`src/rtl/dmem_pkg.sv`:
```
// Shared definitions for the data-memory access controller: size encoding,
// FSM state encoding, default widths and the alignment check.
package dmem_pkg;

  localparam int DATA_W_DEF = 64;
  localparam int IDX_W_DEF  = 11;
  localparam int ADDR_W_DEF = 40;

  typedef enum logic [1:0] {
    SIZE_BYTE  = 2'd0,
    SIZE_HALF  = 2'd1,
    SIZE_WORD  = 2'd2,
    SIZE_DWORD = 2'd3
  } size_e;

  typedef logic [1:0] state_t;
  localparam state_t ST_IDLE = 2'd0;
  localparam state_t ST_READ = 2'd1;
  localparam state_t ST_DATA = 2'd2;
  localparam state_t ST_RESP = 2'd3;

  // An access is aligned when the byte offset is a multiple of its size.
  function automatic logic is_misaligned(input logic [1:0] size, input logic [2:0] offset);
    logic mis;
    case (size)
      SIZE_BYTE:  mis = 1'b0;
      SIZE_HALF:  mis = offset[0];
      SIZE_WORD:  mis = |offset[1:0];
      SIZE_DWORD: mis = |offset;
      default:    mis = 1'b0;
    endcase
    return mis;
  endfunction

endpackage

```
`src/rtl/dmem_align.sv`:
```
// Combinational lane logic: extracts and extends load data, and merges store
// data into the word read back from memory.
module dmem_align
  import dmem_pkg::*;
#(
  parameter int DATA_W = DATA_W_DEF
) (
  input  logic [DATA_W-1:0] rdata,
  input  logic [DATA_W-1:0] wdata,
  input  logic [2:0]        offset,
  input  logic [1:0]        size,
  input  logic              is_unsigned,
  output logic [DATA_W-1:0] load_data,
  output logic [DATA_W-1:0] store_data
);

  logic [DATA_W-1:0] lane_mask_s;
  logic [DATA_W-1:0] shifted_s;
  logic [DATA_W-1:0] word_mask_s;
  logic              sign_s;
  int                lane_bits_s;

  // Build the right-aligned lane mask for the access size.
  always_comb begin
    lane_bits_s = int'(32'd8 << size);
    lane_mask_s = '0;
    for (int i = 0; i < DATA_W; i++) begin
      lane_mask_s[i] = (i < lane_bits_s);
    end
  end

  // Load path: shift the addressed bytes down, mask, then sign-extend.
  always_comb begin
    shifted_s = rdata >> {offset, 3'b000};
    case (size)
      SIZE_BYTE: sign_s = shifted_s[7];
      SIZE_HALF: sign_s = shifted_s[15];
      SIZE_WORD: sign_s = shifted_s[31];
      default:   sign_s = 1'b0;
    endcase
    if (!is_unsigned && sign_s) begin
      load_data = (shifted_s & lane_mask_s) | ~lane_mask_s;
    end else begin
      load_data = shifted_s & lane_mask_s;
    end
  end

  // Store path: replace only the addressed bytes of the read word.
  always_comb begin
    word_mask_s = lane_mask_s << {offset, 3'b000};
    store_data  = ((wdata << {offset, 3'b000}) & word_mask_s) | (rdata & ~word_mask_s);
  end

endmodule

```
`src/rtl/dmem_access_ctrl.sv`:
```
// Data-memory access controller: one load or read-modify-write store at a time
// against a single-port memory with one cycle of read latency.
module dmem_access_ctrl
  import dmem_pkg::*;
#(
  parameter int DATA_W = DATA_W_DEF,
  parameter int IDX_W  = IDX_W_DEF,
  parameter int ADDR_W = ADDR_W_DEF
) (
  input  logic              clk,
  input  logic              rst,
  input  logic              req_valid_i,
  output logic              req_ready_o,
  input  logic [ADDR_W-1:0] req_addr_i,
  input  logic              req_store_i,
  input  logic [1:0]        req_size_i,
  input  logic              req_unsigned_i,
  input  logic [DATA_W-1:0] req_wdata_i,
  output logic              resp_valid_o,
  output logic [DATA_W-1:0] resp_rdata_o,
  output logic              resp_misaligned_o,
  output logic [IDX_W-1:0]  mem_addr_o,
  output logic              mem_we_o,
  output logic [DATA_W-1:0] mem_wdata_o,
  input  logic [DATA_W-1:0] mem_rdata_i
);

  state_t            state_r;
  logic [IDX_W-1:0]  idx_r;
  logic [2:0]        offset_r;
  logic              store_r;
  logic [1:0]        size_r;
  logic              unsigned_r;
  logic [DATA_W-1:0] wdata_r;
  logic [DATA_W-1:0] rdata_r;
  logic              misaligned_r;

  logic              accept_s;
  logic              req_mis_s;
  logic [DATA_W-1:0] load_data_s;
  logic [DATA_W-1:0] store_data_s;
  logic              unused_addr_s;

  // Address bits above the word index alias onto the same memory.
  assign unused_addr_s = ^req_addr_i[ADDR_W-1:IDX_W+3];

  assign req_ready_o = (state_r == ST_IDLE) && !rst;
  assign accept_s    = req_valid_i && req_ready_o;
  assign req_mis_s   = is_misaligned(req_size_i, req_addr_i[2:0]);

  dmem_align #(
    .DATA_W (DATA_W)
  ) u_align (
    .rdata       (mem_rdata_i),
    .wdata       (wdata_r),
    .offset      (offset_r),
    .size        (size_r),
    .is_unsigned (unsigned_r),
    .load_data   (load_data_s),
    .store_data  (store_data_s)
  );

  // Request capture and state sequencing.
  always_ff @(posedge clk) begin
    if (rst) begin
      state_r      <= ST_IDLE;
      idx_r        <= '0;
      offset_r     <= 3'd0;
      store_r      <= 1'b0;
      size_r       <= 2'd0;
      unsigned_r   <= 1'b0;
      wdata_r      <= '0;
      rdata_r      <= '0;
      misaligned_r <= 1'b0;
    end else begin
      case (state_r)
        ST_IDLE: begin
          if (accept_s) begin
            idx_r        <= req_addr_i[IDX_W+2:3];
            offset_r     <= req_addr_i[2:0];
            store_r      <= req_store_i;
            size_r       <= req_size_i;
            unsigned_r   <= req_unsigned_i;
            wdata_r      <= req_wdata_i;
            rdata_r      <= '0;
            misaligned_r <= req_mis_s;
            state_r      <= req_mis_s ? ST_RESP : ST_READ;
          end else begin
            state_r <= ST_IDLE;
          end
        end
        ST_READ: state_r <= ST_DATA;
        ST_DATA: begin
          rdata_r <= store_r ? '0 : load_data_s;
          state_r <= ST_RESP;
        end
        ST_RESP: state_r <= ST_IDLE;
        default: state_r <= ST_IDLE;
      endcase
    end
  end

  // Memory and response drive; everything is forced quiet while rst is high.
  always_comb begin
    mem_addr_o        = '0;
    mem_we_o          = 1'b0;
    mem_wdata_o       = '0;
    resp_valid_o      = 1'b0;
    resp_rdata_o      = '0;
    resp_misaligned_o = 1'b0;
    if (!rst) begin
      if (state_r == ST_READ || state_r == ST_DATA) begin
        mem_addr_o = idx_r;
      end else begin
        mem_addr_o = '0;
      end
      if (state_r == ST_DATA && store_r) begin
        mem_we_o    = 1'b1;
        mem_wdata_o = store_data_s;
      end else begin
        mem_we_o    = 1'b0;
        mem_wdata_o = '0;
      end
      if (state_r == ST_RESP) begin
        resp_valid_o      = 1'b1;
        resp_rdata_o      = rdata_r;
        resp_misaligned_o = misaligned_r;
      end else begin
        resp_valid_o      = 1'b0;
        resp_rdata_o      = '0;
        resp_misaligned_o = 1'b0;
      end
    end else begin
      mem_addr_o = '0;
    end
  end

endmodule

```
`config.mk`:
```
export PLATFORM = sky130hd
export DESIGN_NAME = dmem_access_ctrl
export DESIGN_NICKNAME = d
export VERILOG_FILES = /design/src/rtl/dmem_pkg.sv /design/src/rtl/dmem_align.sv /design/src/rtl/dmem_access_ctrl.sv
export SDC_FILE = /design/constraint.sdc
export NUM_CORES = 1
export LEC_CHECK = 0
export BUFFER_PORTS_ARGS = -buffer_cell sky130_fd_sc_hd__buf_2
export CORE_MARGIN = 1.5
export CORE_UTILIZATION = 48
export CTS_CLUSTER_DIAMETER = 120
export DETAILED_ROUTE_END_ITERATION = 6
export PLACE_DENSITY = 0.76
export SLEW_MARGIN = 10
export SYNTH_ARGS = -nofsm -noshare
export SYNTH_HDL_FRONTEND = slang
export SYNTH_SLANG_ARGS = --single-unit
export TNS_END_PERCENT = 5
```
`constraint.sdc`:
```
create_clock -name clk -period 6.77 [get_ports clk]
set_clock_uncertainty 0.15 [all_clocks]
set_input_delay 2.031 -clock clk [delete_from_list [all_inputs] [get_ports clk]]
set_output_delay 2.031 -clock clk [all_outputs]
set_load 0.03 [all_outputs]
```
==> impl_summary.txt <==
----------------------------------------------------
[Run]
  Number of maximum-capacitance constraint violations ... 0

[Power and ir drop]
  Worst-case vdd ir drop ... 185.4 uV
  Reported leakage power ... 5.608 nW
  PD cells ... 211.4 nW/um^2

[CTS]
  TritonCTS buffer count ... 17
  Clock sink total ... 149
  CTS tree ... built
  Maximum level of the CTS H-tree ... 4
  Clock tree buffer depth ... 2
  Register clock-pin slew on the reported worst setup and hold paths ... 0.07 ns
  Post CTS Setup Buffer Count ... 0
  Later-pin clock latency in the skew report ... 0.44 ns
  Root cell of the clock tree ... sky130_fd_sc_hd__clkbuf_16
  Number of resized instances in the post-cts repair step ... 0
  # hold bufs at CTS ... 0

[Logic synthesis]
  Synthesized area per cell ... 7.649 um^2
  Share of async-settable or async-resettable flops after synthesis ... 0%
  Synth warn ... 0
  Nets in the synthesized netlist ... 1508
  Main flop type after synthesis ... sky130_fd_sc_hd__dfxtp_1
  Ranking of synthesized cells by area ... sky130_fd_sc_hd__dfxtp_1 (29%), sky130_fd_sc_hd__mux2i_1 (10%), sky130_fd_sc_hd__nand2_1 (9.7%)
  Synth cell types ... 55
  Portion of the post-synthesis area used by sequential elements ... 29.32%
  Number of enable-type register cells in the synthesized netlist ... 0
  Share of Yosys cell area claimed by the top area cell type ... 29.32%
  Yosys top cell by area ... sky130_fd_sc_hd__dfxtp_1
  Number of register bits inferred by synthesis ... 149
  Instance count of the mapped netlist ... 1330
  Netlist area before placement ... 10170 um^2

[Routing]
  Met1 Routed Length ... 16.03 mm
  Number of vias after detailed routing ... 10790
  Via-per-instance ratio ... 5.895
  Wire length reported by the detailed router ... 39.55 mm
  Detailed route wirelength on metal2 ... 17.97 mm
  Number of routed nets with antenna violations ... 0
  Average wire per standard cell ... 21.61 um
  Met3 wire length ... 3.555 mm
  1st-iter DRT viols ... 994
  Highest signal layer in the routed design ... met4
  Detailed-route DRC error count ... 0
  Number of detailed-routing iterations run before antenna repair ... 6

[STA]
  Worst setup margin ... 0.8188 ns
  Final setup fails ... 0
  Tightest slew margin relative to the limit ... 19.88%
  Hold violation total from the final report ... 0
  Peak clock frequency supported by timing ... 0.1680 GHz
  Number of pins exceeding their max-slew limit in the final report ... 0
  Worst-case hold slack ... 0.2999 ns
  Slew @ Worst Pin ... 1.202 ns
  Crit path time final ... 5.951 ns
  Part of the cycle the worst path needs ... 87.91%
  Setup TNS after final layout ... 0 ns
  Unrepaired setup endpoints after global routing ... no

[Critical path]
  Capturing element of the worst setup path ... mem_wdata_o[57]
  CP Capture Type ... output port
  Maximum fanout count along the critical path ... 41
  CP startpoint kind ... input port
  Reg-to-reg slack, setup ... 3.41 ns
  Source of the critical timing path ... rst
  Endpoint arrival time on the critical path ... 3.77 ns
  Req. time, crit path ... 4.59 ns
  Critical register-to-register path startpoint ... offset_r[2]$_SDFFE_PP0P_
  Critical register-to-register path endpoint ... rdata_r[15]$_SDFFE_PP0P_
  Logic depth of the worst register-to-register path ... 6
  CP Class ... input port to output port

[GRT]
  Total track usage ... 35.07%
  Largest net degree at the start of global routing ... 143
  Antenna violations before repair ... 1
  Overflow left after global routing ... 0
  Number of global-route vias before repair ... 9877
  First-pass GRT wire length ... 58.28 mm

[Layout]
  P&R area growth vs syn ... 20.08%
  Final-layout fill cell count ... 2019
  Area of all sequential standard cells ... 2992 um^2
  Leading cell type in the layout, fill and taps excluded ... sky130_fd_sc_hd__buf_2
  Number of nets in the finished design ... 1717
  Top library cells by usage in the layout, fill and taps aside ... sky130_fd_sc_hd__buf_2 (291), sky130_fd_sc_hd__nand2_1 (263), sky130_fd_sc_hd__dfxtp_1 (146), sky130_fd_sc_hd__nor2_1 (113), sky130_fd_sc_hd__a21oi_1 (105)
  Final instance count without filler cells ... 1830
  Area of combinational cells with multiple inputs ... 6610 um^2
  Fraction of final layout cells with drive strength greater than 1 ... 29.51%

[Place]
  HPWL Detailed ... 30.21 mm
  Count of buffers from port buffering ... 291
  Post-place setup slack ... 0.8929 ns
  # placed instances ... 1795
  Placer congestion estimate ... 1.021

[Die]
  Cell Rows ... 53
  Core Footprint ... 20890 um^2
  Chip height ... 148.6 um
  Num ports ... 318
  Die W ... 148.6 um
  Area of the die ... 22080 um^2
  Initial Utilization ... 48.70%

[Outcome]
  Run status ... finished clean

[Hold path]
  Hold crit path type ... flop to flop

----------------------------------------------------
final cells by class:
cell class,instances,area share (%)
Sequential cell,149,24.49
Tap cell,275,2.816
Clock buffer,17,3.482
Antenna cell,3,0.06145
Timing Repair Buffer,308,13.17
Multi-Input combinational cell,1044,54.11
Inverter,19,0.5838
Clock inverter,15,1.290
how the worst min path moves through the flow:
stage	to	from	cells past startpoint
after global placement	rdata_r[63]$_SDFFE_PP0P_	rdata_r[63]$_SDFFE_PP0P_	2
after global routing	idx_r[1]$_SDFFE_PP0P_	idx_r[1]$_SDFFE_PP0P_	2
after CTS	rdata_r[53]$_SDFFE_PP0P_	rdata_r[53]$_SDFFE_PP0P_	2
final	idx_r[4]$_SDFFE_PP0P_	idx_r[4]$_SDFFE_PP0P_	2
after detailed placement	rdata_r[53]$_SDFFE_PP0P_	rdata_r[53]$_SDFFE_PP0P_	2
after floorplan	rdata_r[40]$_SDFFE_PP0P_	rdata_r[40]$_SDFFE_PP0P_	2
cells by family (layout without fill, tap and decap cells):
kind of cell / after synthesis / in the layout / synth area share (%)
AOI/OAI and AO/OA: 356 / 356 / 23.66
adders and majority gates: 3 / 3 / 0.3690
buffers and inverters: 137 / 359 / 6.002
DFF: 149 / 149 / 29.32
muxes: 169 / 169 / 18.35
other: 0 / 3 / 0
and+or+nand+nor: 516 / 516 / 22.30
state kept, by name (all words and copies together), names as in the netlist:
name / count
misaligned_r: 1
unsigned_r: 1
store_r: 1
idx_r: 11
size_r: 2
rdata_r: 64
state_r: 2
wdata_r: 64
offset_r: 3
power by group:
part / switching [mW] / leakage, nW / internal [mW]
Clock: 0.440 / 0.287 / 0.521
Sequential: 0.0678 / 1.22 / 0.930
Combinational: 0.401 / 4.10 / 0.223
per-layer routing:
metal	vias to the layer above	GRT usage (%)
met2	592	55.49
met4	0	18.07
li1	5077	-
met1	4994	45.78
met5	-	0
met3	124	6.135
synth_stat cells, drive strengths merged, types with 2 or more instances:
| library cell | n |
|---|---|
| inv | 18 |
| and2 | 66 |
| clkbuf | 68 |
| o221ai | 15 |
| a211o | 9 |
| nand3 | 23 |
| dfxtp | 149 |
| a21oi | 106 |
| a22o | 21 |
| ha | 3 |
| and3 | 11 |
| nor2 | 115 |
| a32o | 2 |
| buf | 50 |
| nor2b | 14 |
| or2 | 3 |
| o211a | 8 |
| o31ai | 26 |
| nand2 | 263 |
| mux4 | 8 |
| nor3 | 5 |
| o21ai | 114 |
| a211oi | 32 |
| nand2b | 11 |
| o211ai | 2 |
| or3 | 3 |
| o22ai | 3 |
| a22oi | 9 |
| mux2 | 57 |
| mux2i | 104 |
per-stage QoR:
| stage | instance area [um^2] | total power [mW] | util [%] |
|---|---|---|---|
| floorplan | 10170 | 1.410 | - |
| global placement | 11630 | 1.617 | 55.66 |
| detailed placement | 11630 | 1.623 | 55.66 |
| CTS | 12210 | 2.576 | 58.45 |
| global route | 12210 | 2.673 | 58.45 |
| finish | 12220 | 2.583 | 58.48 |
worst max-delay path, stage by stage:
cell and delay (ns):
sky130_fd_sc_hd__buf_2 0.12, sky130_fd_sc_hd__inv_2 0.19, sky130_fd_sc_hd__nand3_2 0.38, sky130_fd_sc_hd__buf_4 0.42, sky130_fd_sc_hd__a211oi_1 0.34, sky130_fd_sc_hd__buf_2 0.27
(Power assumes the default switching activity.)
